===== config.mk =====
export PLATFORM = sky130hd
export DESIGN_NAME = alu_branch_unit
export DESIGN_NICKNAME = d
export VERILOG_FILES = /design/src/rtl/alu_branch_unit_pkg.sv /design/src/rtl/alu_branch_unit_alu.sv /design/src/rtl/alu_branch_unit_branchjump.sv /design/src/rtl/alu_branch_unit.sv
export SDC_FILE = /design/constraint.sdc
export NUM_CORES = 1
export LEC_CHECK = 0
export CAP_MARGIN = 0
export CORE_UTILIZATION = 62
export CTS_CLUSTER_DIAMETER = 200
export DETAILED_ROUTE_END_ITERATION = 7
export PLACE_DENSITY = 0.91
export SYNTH_ARGS = -nofsm -noshare
export SYNTH_HDL_FRONTEND = slang
export SYNTH_HIERARCHICAL = 1
export SYNTH_SLANG_ARGS = --single-unit

===== constraint.sdc =====
create_clock -name clk -period 21.2 [get_ports clk]
set_input_delay 6.36 -clock clk [delete_from_list [all_inputs] [get_ports clk]]
set_output_delay 6.36 -clock clk [all_outputs]
set_load 0.1 [all_outputs]

===== src/rtl/alu_branch_unit_pkg.sv =====
// Shared definitions for the execute-stage ALU / branch resolver.
// Holds the ALUControl operation codes, the one-hot branch bit positions
// and the bit positions of the NZCV flags within the 4-bit flags bus.
package alu_branch_unit_pkg;

    // ALUControl operation codes (1010-1111 are undefined and yield 0)
    localparam logic [3:0] ALU_ADD  = 4'b0000;
    localparam logic [3:0] ALU_SUB  = 4'b0001;
    localparam logic [3:0] ALU_AND  = 4'b0010;
    localparam logic [3:0] ALU_OR   = 4'b0011;
    localparam logic [3:0] ALU_SLT  = 4'b0100;
    localparam logic [3:0] ALU_SLL  = 4'b0101;
    localparam logic [3:0] ALU_SLTU = 4'b0110;
    localparam logic [3:0] ALU_XOR  = 4'b0111;
    localparam logic [3:0] ALU_SRL  = 4'b1000;
    localparam logic [3:0] ALU_SRA  = 4'b1001;

    // Bit positions in the one-hot branch bus
    localparam int unsigned BEQ_BIT  = 0;
    localparam int unsigned BNE_BIT  = 1;
    localparam int unsigned BLT_BIT  = 2;
    localparam int unsigned BGE_BIT  = 3;
    localparam int unsigned BLTU_BIT = 4;
    localparam int unsigned BGEU_BIT = 5;

    // Bit positions in the flags bus {N, Z, C, V}
    localparam int unsigned FLAG_N = 3;
    localparam int unsigned FLAG_Z = 2;
    localparam int unsigned FLAG_C = 1;
    localparam int unsigned FLAG_V = 0;

endpackage


===== src/rtl/alu_branch_unit_alu.sv =====
// Integer ALU: 32-bit result plus NZCV flags from two operands.
// Ports:
//   srcA, srcB   in  32  operands (shift amount is srcB[4:0])
//   ALUControl   in  4   operation select
//   ALUResult    out 32  combinational result
//   flags        out 4   combinational {N, Z, C, V}
module ALU
    import alu_branch_unit_pkg::*;
(
    input  logic [31:0] srcA,
    input  logic [31:0] srcB,
    input  logic [3:0]  ALUControl,
    output logic [31:0] ALUResult,
    output logic [3:0]  flags
);

    logic        is_sub;
    logic [31:0] b_eff;
    logic [32:0] sum;
    logic        carry;
    logic        ovf;

    // ADD and SUB share one adder; SUB is A + ~B + 1 so C=1 means no borrow.
    assign is_sub = (ALUControl == ALU_SUB);
    assign b_eff  = is_sub ? ~srcB : srcB;
    assign sum    = {1'b0, srcA} + {1'b0, b_eff} + {32'd0, is_sub};

    always_comb begin
        ALUResult = '0;
        carry     = 1'b0;
        ovf       = 1'b0;
        case (ALUControl)
            ALU_ADD: begin
                ALUResult = sum[31:0];
                carry     = sum[32];
                ovf       = (srcA[31] == srcB[31]) && (sum[31] != srcA[31]);
            end
            ALU_SUB: begin
                ALUResult = sum[31:0];
                carry     = sum[32];
                ovf       = (srcA[31] != srcB[31]) && (sum[31] != srcA[31]);
            end
            ALU_AND:  ALUResult = srcA & srcB;
            ALU_OR:   ALUResult = srcA | srcB;
            ALU_SLT:  ALUResult = {31'd0, $signed(srcA) < $signed(srcB)};
            ALU_SLL:  ALUResult = srcA << srcB[4:0];
            ALU_SLTU: ALUResult = {31'd0, srcA < srcB};
            ALU_XOR:  ALUResult = srcA ^ srcB;
            ALU_SRL:  ALUResult = srcA >> srcB[4:0];
            ALU_SRA:  ALUResult = $unsigned($signed(srcA) >>> srcB[4:0]);
            default:  ALUResult = '0;
        endcase
    end

    always_comb begin
        flags         = '0;
        flags[FLAG_N] = ALUResult[31];
        flags[FLAG_Z] = (ALUResult == '0);
        flags[FLAG_C] = carry;
        flags[FLAG_V] = ovf;
    end

endmodule


===== src/rtl/alu_branch_unit_branchjump.sv =====
// Branch/jump resolver: decides whether the next PC is the branch/jump target.
// Ports:
//   branch     in  6  one-hot branch type {BGEU, BLTU, BGE, BLT, BNE, BEQ}
//   jump       in  1  unconditional jump request
//   ALUFlags   in  4  {N, Z, C, V} from the ALU (meaningful after SUB)
//   PCNextSrc  out 1  1 selects the branch/jump target
module branchJump
    import alu_branch_unit_pkg::*;
(
    input  logic [5:0] branch,
    input  logic       jump,
    input  logic [3:0] ALUFlags,
    output logic       PCNextSrc
);

    logic n, z, c, v;
    logic [5:0] cond;

    assign n = ALUFlags[FLAG_N];
    assign z = ALUFlags[FLAG_Z];
    assign c = ALUFlags[FLAG_C];
    assign v = ALUFlags[FLAG_V];

    always_comb begin
        cond           = '0;
        cond[BEQ_BIT]  = z;
        cond[BNE_BIT]  = ~z;
        cond[BLT_BIT]  = n ^ v;
        cond[BGE_BIT]  = ~(n ^ v);
        cond[BLTU_BIT] = ~c;
        cond[BGEU_BIT] = c;
    end

    // Several asserted branch bits simply OR their conditions together.
    assign PCNextSrc = jump | (|(branch & cond));

endmodule


===== src/rtl/alu_branch_unit.sv =====
// Execute-stage ALU plus branch/jump resolver with a registered output copy.
// Ports:
//   clk, reset                    in   clock; sync active-high reset (registers only)
//   srcA, srcB                    in   32-bit operands
//   ALUControl                    in   4-bit operation select
//   branch, jump                  in   one-hot branch type, jump request
//   ALUResult, flags, PCNextSrc   out  combinational outputs
//   ALUResult_q, flags_q,
//   PCNextSrc_q                   out  same values registered on rising clk
module alu_branch_unit
    import alu_branch_unit_pkg::*;
(
    input  logic        clk,
    input  logic        reset,
    input  logic [31:0] srcA,
    input  logic [31:0] srcB,
    input  logic [3:0]  ALUControl,
    input  logic [5:0]  branch,
    input  logic        jump,
    output logic [31:0] ALUResult,
    output logic [3:0]  flags,
    output logic        PCNextSrc,
    output logic [31:0] ALUResult_q,
    output logic [3:0]  flags_q,
    output logic        PCNextSrc_q
);

    ALU u_alu (
        .srcA       (srcA),
        .srcB       (srcB),
        .ALUControl (ALUControl),
        .ALUResult  (ALUResult),
        .flags      (flags)
    );

    branchJump u_branch_jump (
        .branch    (branch),
        .jump      (jump),
        .ALUFlags  (flags),
        .PCNextSrc (PCNextSrc)
    );

    always_ff @(posedge clk) begin
        if (reset) begin
            ALUResult_q <= '0;
            flags_q     <= '0;
            PCNextSrc_q <= 1'b0;
        end else begin
            ALUResult_q <= ALUResult;
            flags_q     <= flags;
            PCNextSrc_q <= PCNextSrc;
        end
    end

endmodule


# --- After elaboration in Yosys (flattened, before gate mapping) ---
# Index checks and enable logic that the tools add are counted.
op_classes:
  eq_ne: 12
  n_mux: 4
  reduce_logical: 6
  n_bitwise: 10
  addsub: 2
  n_shift: 3
  magnitude_cmp: 2
op_table:
  columns: ["cell", "count"]
  rows:
  - ["one-hot mux 32 bit (9 select lines)", 1]
  - ["< comparator 32 bit", 2]
  - ["adder 32 x 32 -> 33 bit", 1]
  - ["adder 33 x 1 -> 33 bit", 1]
  - ["AND 32 bit", 1]
  - ["logical NOT 32 bit", 1]
  - ["two-way mux 32 bit", 1]
  - ["NOT 32 bit", 1]
  - ["bitwise OR 32 bit", 1]
  - ["<< shifter 32 x 5 -> 32 bit", 1]
  - [">> shifter 32 x 5 -> 32 bit", 1]
  - [">>> shifter 32 x 5 -> 32 bit", 1]
  - ["bitwise XOR 32 bit", 1]
  - ["equality test 4 x 3 -> 1 bit, second input constant", 4]
  - ["equality test 4 x 2 -> 1 bit, second input constant", 2]
  - ["equality test 4 bit, second input constant", 2]
  - ["AND 6 bit", 1]
  - ["OR reduction 6 bit", 1]
  - ["equality test 4 x 1 -> 1 bit, second input constant", 1]
  - ["logical NOT 4 bit", 1]
  - ["NOT 1 bit", 3]
  - ["logical AND 1 bit", 2]
  - ["inequality test 1 bit", 2]
  - ["one-hot mux 1 bit (2 select lines)", 1]
  - ["other kinds (5)", 5]
word_totals:
  out_inout_bits: 74
  register_bits: 37
  wordCells: 42

# --- Logic depth before layout (Yosys ltp) ---
# Gate-level depths: netlist of the first run.
depth:
  depth_word: 12
  ltp_mapped: 22
  mapped_depth_nobuf: 17

# --- Modules after synthesis ---
# Netlist of the first run, hierarchy kept.
by_module_without_submodules:
  columns: ["mod", "cells_each", "n_inst", "seq_area_each_um2", "area_each_um2"]
  rows:
  - ["ALU", 1256, 1, 0.0, 9068.7]
  - ["alu_branch_unit", 77, 1, 740.7, 1023.5]
  - ["branchJump", 6, 1, 0.0, 47.5]

# --- Least setup slack after synthesis of the first run ---
# OpenSTA, ideal clock, no wires.
synth_timing:
  path_kind: "input-to-output"
  startpoint: "in ALUControl[1]"
  endpoint: "out PCNextSrc"
  path_slack_ns: -0.892
  arrival_ns: 15.732
  path_buffers: 3
  t_required_ns: 14.840
  path_stages: 18
  path_cell_list: "buf_2 -> nor4b_1 -> buf_2 -> buf_1 -> xnor2_1 -> ha_1 -> a21o_1 -> a21oi_1 -> o21ai_0 -> and3_1 -> o311ai_0 -> nor3b_1 -> nor4bb_1 -> nand4_1 -> or4_1 -> nor4bb_1 -> mux2i_1 -> nand3_1"
synth_via:
  elab_cells_between_ends: 28
  classes_between: "2 x add/sub; 10 x eq/ne; 4 x mux; 6 x bitwise; 6 x reduce/logical"
synth_lines:
  columns: ["item", "line", "source"]
  rows:
  - ["from (decl)", "alu_branch_unit.sv:17", "input logic [3:0] ALUControl,"]
  - ["equality test 4 x 1 -> 1 bit", "alu_branch_unit_alu.sv:24, alu_branch_unit_alu.sv:32", null]
  - ["two-way mux 32 bit", "alu_branch_unit_alu.sv:25", "assign b_eff = is_sub ? ~srcB : srcB;"]
  - ["adder 32 x 32 -> 33 bit", "alu_branch_unit_alu.sv:26", "assign sum = {1'b0, srcA} + {1'b0, b_eff} + {32'd0, is_sub};"]
  - ["adder 33 x 1 -> 33 bit", "alu_branch_unit_alu.sv:26", null]
  - ["one-hot mux 32 bit (9 select lines) (*)", "alu_branch_unit_alu.sv:32", "case (ALUControl)"]
  - ["via ALUResult[7]", "alu_branch_unit.sv:20", "output logic [31:0] ALUResult,"]
  - ["logical NOT 32 bit (*)", "alu_branch_unit_alu.sv:58", "flags[FLAG_Z] = (ALUResult == '0);"]
  - ["via flags[2]", "alu_branch_unit.sv:21", "output logic [3:0] flags,"]
  - ["NOT 1 bit", "alu_branch_unit_branchjump.sv:27", "cond[BNE_BIT] = ~z;"]
  - ["AND 6 bit (*)", "alu_branch_unit_branchjump.sv:35", "assign PCNextSrc = jump | (|(branch & cond));"]
  - ["OR reduction 6 bit (*)", "alu_branch_unit_branchjump.sv:35", null]
  - ["bitwise OR 1 bit (*)", "alu_branch_unit_branchjump.sv:35", null]
  - ["to (decl)", "alu_branch_unit.sv:22", "output logic PCNextSrc,"]
# The timed path passes the listed nets; every way through them passes the cells marked *.

# --- Worst setup path after layout of the first run ---
layout_timing:
  startpoint: "in ALUControl[2]"
  endpoint: "out PCNextSrc"
layout_via:
  elab_chain_len: 12
  elab_cells_between_ends: 28
  classes_between: "2 x add/sub; 10 x eq/ne; 4 x mux; 6 x bitwise; 6 x reduce/logical"
layout_rtl:
  columns: ["item", "line"]
  rows:
  - ["parallel branches: the longest is 9 deep, another holds adder 32 x 32 -> 33 bit", null]
  - ["AND 6 bit (*)", "alu_branch_unit_branchjump.sv:35"]
  - ["OR reduction 6 bit (*)", "alu_branch_unit_branchjump.sv:35"]
  - ["bitwise OR 1 bit (*)", "alu_branch_unit_branchjump.sv:35"]
# Mark *: on every way between the ends.

==> results of run 1 <==
-- final timing paths --
| path | start | end | cells after the start |
|---|---|---|---|
| worst min-delay path | jump | PCNextSrc_q | 4 |
| worst max-delay path | ALUControl[2] | PCNextSrc | 18 |
-- flip-flops by register name, summed over array words and instances (netlist names) --
register     flops
ALUResult_q     32
flags_q          4
PCNextSrc_q      1
-- cells by family (layout without fill, tap and decap cells) --
logic type,count (synthesis),count (layout)
AO/OA/AOI/OAI,407,407
XOR/XNOR,46,46
adder cells (fa/ha/maj),129,129
buffers and inverters,193,267
flip-flops,37,37
multiplexers,118,118
AND/OR/NAND/NOR,409,409
-- layer usage --
metal | track usage [%] | vias up | wire length (um) | part of all wire (%)
met1 | 65.3 | 5507 | 15800 | 37
met5 | 0 | - | 0 | 0
met2 | 75.2 | 1125 | 17600 | 41
li1 | - | 5184 | - | -
met4 | 25.7 | 0 | 2870 | 6.7
met3 | 14.4 | 253 | 6680 | 16
-- where the power goes --
| part | leakage, nW | total [mW] | switching [mW] | internal, mW |
|---|---|---|---|---|
| Sequential | 0.304 | 0.0764 | 0.00153 | 0.0749 |
| Clock | 0.0938 | 0.0966 | 0.0294 | 0.0672 |
| Combinational | 4.58 | 0.407 | 0.281 | 0.126 |
| Total | 4.97 | 0.580 | 0.312 | 0.268 |
-- cell usage in the layout, fill, tap and decap left out, drive strengths merged, types with 24 or more instances in the layout --
master,synthesis,layout
a21oi,67,67
a22oi,24,24
buf,44,24
clkdlybuf4s50,0,146
dfxtp,37,37
ha,128,128
inv,89,89
mux2,28,28
mux2i,56,56
mux4,34,34
nand2,102,102
nand3,26,26
nor2,92,92
nor2b,44,44
nor3,25,25
o211ai,24,24
o21ai,79,79
xnor2,37,37
-- critical path, stage by stage --
cell	delay, ps
clkdlybuf4s50_1	810
nor4b_2	380
buf_4	510
xnor2_1	210
ha_1	280
a31o_2	210
a21oi_1	190
nand2_1	110
a31oi_1	440
o21ai_0	300
a21o_1	230
a31o_2	250
or4_1	460
or4_1	570
nor4bb_1	580
mux2i_1	240
nand3_4	120
clkdlybuf4s50_1	1140
-- layout make-up --
| class | count | area share (%) |
|---|---|---|
| sequential | 37 | 6.28 |
| inverter | 89 | 2.83 |
| timing repair buffer | 170 | 13.9 |
| clock buffer | 5 | 1.06 |
| tap | 216 | 2.29 |
| multi-input combinational | 1109 | 73.1 |
| clock inverter | 3 | 0.552 |
-- stage by stage --
step	instances	power, mW
6_report	1629	0.580
5_1_grt	1629	0.599
4_1_cts	1629	0.566
3_5_place_dp	1621	0.468
3_3_place_gp	1621	0.462
2_1_floorplan	1339	0.359
==> flow_summary.ini, run 1 <==
[synthesis]
synthSimpleGateAreaFrac_pct = 20.8
yosys.cell_count.top_type = ha_1
synth_xor_area_share_pct = 3.97
synthMuxAreaShare_pct = 16.2
synth_flop_cell = dfxtp_1
synth_top_area_share_pct = 15.8
synth_top_family_by_area = compound AO/OA/AOI/OAI gates
yosys.area.top_type = ha_1
synth_compound_area_share_pct = 27.8
async_reset_ff_share_pct = 0
synth_area_leaders = ha_1, mux4_2, dfxtp_1, mux2i_1, o21ai_0
postSynthAreaPerCell_sq_um = 7.57
synthTopCellsByCount = ha_1, nand2_1, nor2_1, inv_1, o21ai_0
synth_cells = 1339
synth_cell_types = 81
netlist_area_sq_mm = 0.0101
synth-edff-count = 0
yosys_register_bits = 37
yosysWarnings = 6
syn-num-nets = 1545
synthAdderAreaFrac_pct = 16.0
ys_seq_area_share_pct = 7.31

[worst_setup_path]
startpoint_type = primary input
worstSetupPathType = primary input to output port
cp_max_fo = 33
endpoint_kind = output port
required_ps = 14840
cp.arrival_ps = 13400

[route]
wl_per_cell_um = 26.4
initialDrtViolationCount = 2355
vias_per_cell = 7.41
drt_wl_total_mm = 43.0
post-route-drc-count = 6
num_vias = 12100
drt_pre_antenna_iters = 8
antenna_left = 0

[clock_tree]
cts_buffers = 5
clockBufferDepth = 2
cts_setup_buffers = 0
ctsHoldBuffers = 0
clkSinkCount = 37
root_buffer = clkbuf_16
htreeDepth = 2
cts_tree = done
clkSlewWorstSetupHoldPaths_ps = 60
cts_resized = 0

[timing]
finalSetupTns_ps = 0
tightest_slew_ps = 1060
final.period_utilization_pct = 93.2
timing.hold.ws_ps = 6850
setup_viol = 0
layout_min_cycle_time_ps = 19760
fmax_mhz = 50.6
rsz0062_at_grt = false
slew_headroom_pct = 28.6
setup_ws_ps = 1440
hold_violations = 0
drv_slew = 0

[min_path]
hold_path.class = primary input to flip-flop

[global_routing]
antenna_found_initial = 0
grt_max_degree = 68
overflow = 0
grt_pass1_vias = 10500
grt_usage_pct = 50.1
grt_pass1_wl_mm = 63.4

[cells_and_area]
final_cell_area_sq_mm = 0.0118
nets = 1618
utilization_pct = 74.0
multi_input_area_sq_mm = 0.00863
syn_to_final_growth_pct = 16.3
drive_above_1_share_pct = 8.92
regArea_sq_um = 741
n_antenna_cell = 0
fill_cells = 1249

[floorplanning]
start_util_pct = 63.6
dieArea_sq_mm = 0.0169
die_w_um = 130
ios = 151
core_area_sq_mm = 0.0159
die_h_um = 130
rows = 46

[status]
violations = DRC
outcome = complete, but fails checks

[place]
placed_cell_area_sq_mm = 0.0116
numPortBuffers = 150
dpl.hpwl_mm = 32.9
pre_cts_ws_ps = 1540
gp_congestion = 1.19

[power_and_ir_drop]
total_leakage_power_nw = 4.97
cellPowerDensity_mw_per_mm2 = 49.2
ir_worst_vdd_mv = 0.0570

[job]
drv_cap = 0
(Power assumes the default switching activity.)
==> inputs of run 2 (changes only) <==
- CORE_MARGIN: default -> 5
- clock period: 21.2 -> 23.4 ns (I/O delays scaled with it)
==> flow_summary.ini, run 2 (same netlist as run 1, synthesis figures left out) <==
[status]
outcome = complete, but fails checks
violations = capacitance limit, slew limit

[floorplanning]
core_area_sq_mm = 0.0159
dieArea_sq_mm = 0.0190
start_util_pct = 63.6
die_h_um = 138
rows = 46
die_w_um = 138
ios = 151

[place]
dpl.hpwl_mm = 33.4
numPortBuffers = 150
gp_congestion = 1.19

[clock_tree]
cts_resized = 0
htreeDepth = 2
clockBufferDepth = 2
root_buffer = clkbuf_16
ctsHoldBuffers = 0
cts_buffers = 5
clkSinkCount = 37
cts_setup_buffers = 0
clkSlewWorstSetupHoldPaths_ps = 60
cts_tree = done

[worst_setup_path]
cp.depth = 18
slowest_delay_ps = 1140
startpoint_type = primary input
endpoint_kind = output port
cp_max_fo = 33
crit_chain = clkdlybuf4s50_1, nor4b_2, buf_4, xnor2_1, ha_1, a21o_1, a21oi_1, o21ai_0, a21oi_1, a31o_2, a211o_1, nor4bb_1, nand4_1, or4_1, nor4bb_1, mux2i_1, nand3_1, clkdlybuf4s50_1
critPathBufInv = 3
worstSetupPathType = primary input to output port
cp.arrival_ps = 14170
path_delay_family = buffers and inverters
crit_path_top_delay_cell = clkdlybuf4s50_1
required_ps = 16380

[job]
drv_cap = 1

[route]
drt_wl_total_mm = 43.5
num_vias = 12000
wl_per_cell_um = 26.7
drt_pre_antenna_iters = 7
post-route-drc-count = 0
initialDrtViolationCount = 2332
antenna_left = 0
vias_per_cell = 7.37

[cells_and_area]
fill_cells = 1234
regMostFlops = ALUResult_q
multi_input_area_sq_mm = 0.00861
final_common_cell = clkdlybuf4s50_1
drive_above_1_share_pct = 8.71
layout_common_cells = clkdlybuf4s50_1, ha_1, nand2_1
largest_reg_flops = 32
n_antenna_cell = 0
nets = 1617
syn_to_final_growth_pct = 16.0
regArea_sq_um = 741
top_regs = ALUResult_q x32, flags_q x4, PCNextSrc_q x1

[power_and_ir_drop]
p_int_mw = 0.235
clkPwrFrac_pct = 15.0
cellPowerDensity_mw_per_mm2 = 43.9
p_sw_mw = 0.281
total_leakage_power_nw = 4.96
p_comb_share_pct = 71.5
switching_share_pct = 54.4
ir_worst_vdd_mv = 0.0508
seq_power_share_pct = 13.4
total_power_mw = 0.516

[global_routing]
overflow = 0
grt_pass1_vias = 11000
grt_usage_pct = 44.3
grt_pass1_wl_mm = 64.4
grt_max_degree = 74
antenna_found_initial = 1

[timing]
hold_violations = 0
finalSetupTns_ps = 0
layout_min_cycle_time_ps = 21190
slew_headroom_pct = -2.28
tightest_slew_ps = 1520
final.period_utilization_pct = 90.6
rsz0062_at_grt = false
drv_slew = 3
setup_viol = 0
fmax_mhz = 47.2

[min_path]
holdPathStages = 4
hold_path.class = primary input to flip-flop
==> run 2: changes by cell type in the layout (fill, tap and decap cells not counted), sizes merged <==
cell / before / now
clkinv: 1 / 0
buf: 24 / 23
clkbuf: 5 / 7
bufinv: 2 / 1
==> run 2: final cells by class <==
type                            count  area share (%)
Clock buffer                        7            1.21
Timing Repair Buffer              169            13.8
Sequential cell                    37            6.30
Tap cell                          216            2.30
Inverter                           89            2.84
Multi-Input combinational cell   1109            73.3
Clock inverter                      1           0.255
==> run 2: power groups by stage <==
stage	clock network, mW	registers [mW]	logic, mW
4_1_cts	0.0782	0.0694	0.356
2_1_floorplan	0	0.105	0.219
3_5_place_dp	0	0.0707	0.354
6_report	0.0776	0.0693	0.369
5_1_grt	0.0809	0.0697	0.383
3_3_place_gp	0	0.0702	0.350
==> run 2: final timing paths <==
path	start	endpoint	slack [ps]
setup / recovery	ALUControl[2]	PCNextSrc	2210
hold / removal	jump	PCNextSrc_q	7490
==> run 2: per-stage QoR <==
step,setup slack [ps],std cells,util (%),hold slack [ps],instance area (sq um)
after floorplan,9.27,1339,-,7210,10100
after global routing,1950,1628,73.7,7510,11800
final,2210,1628,73.7,7490,11800
after detailed placement,2470,1620,72.7,7790,11600
after global placement,2680,1620,72.7,7770,11600
after CTS,2420,1628,73.7,7490,11800
==> run 2: routing by layer <==
layer	track usage [%]	part of all wire, %	up-vias
met5	0	0.030	-
met4	22.8	6.6	2
met3	15.0	16	266
met2	66.8	42	1084
met1	56.0	36	5482
li1	-	-	5161
==> run 2: tightest hold or removal path, delay by kind of cell <==
family / cells / cell delay, ps
compound gates: 1 / 40
buf+inv: 1 / 450
simple gates: 2 / 230
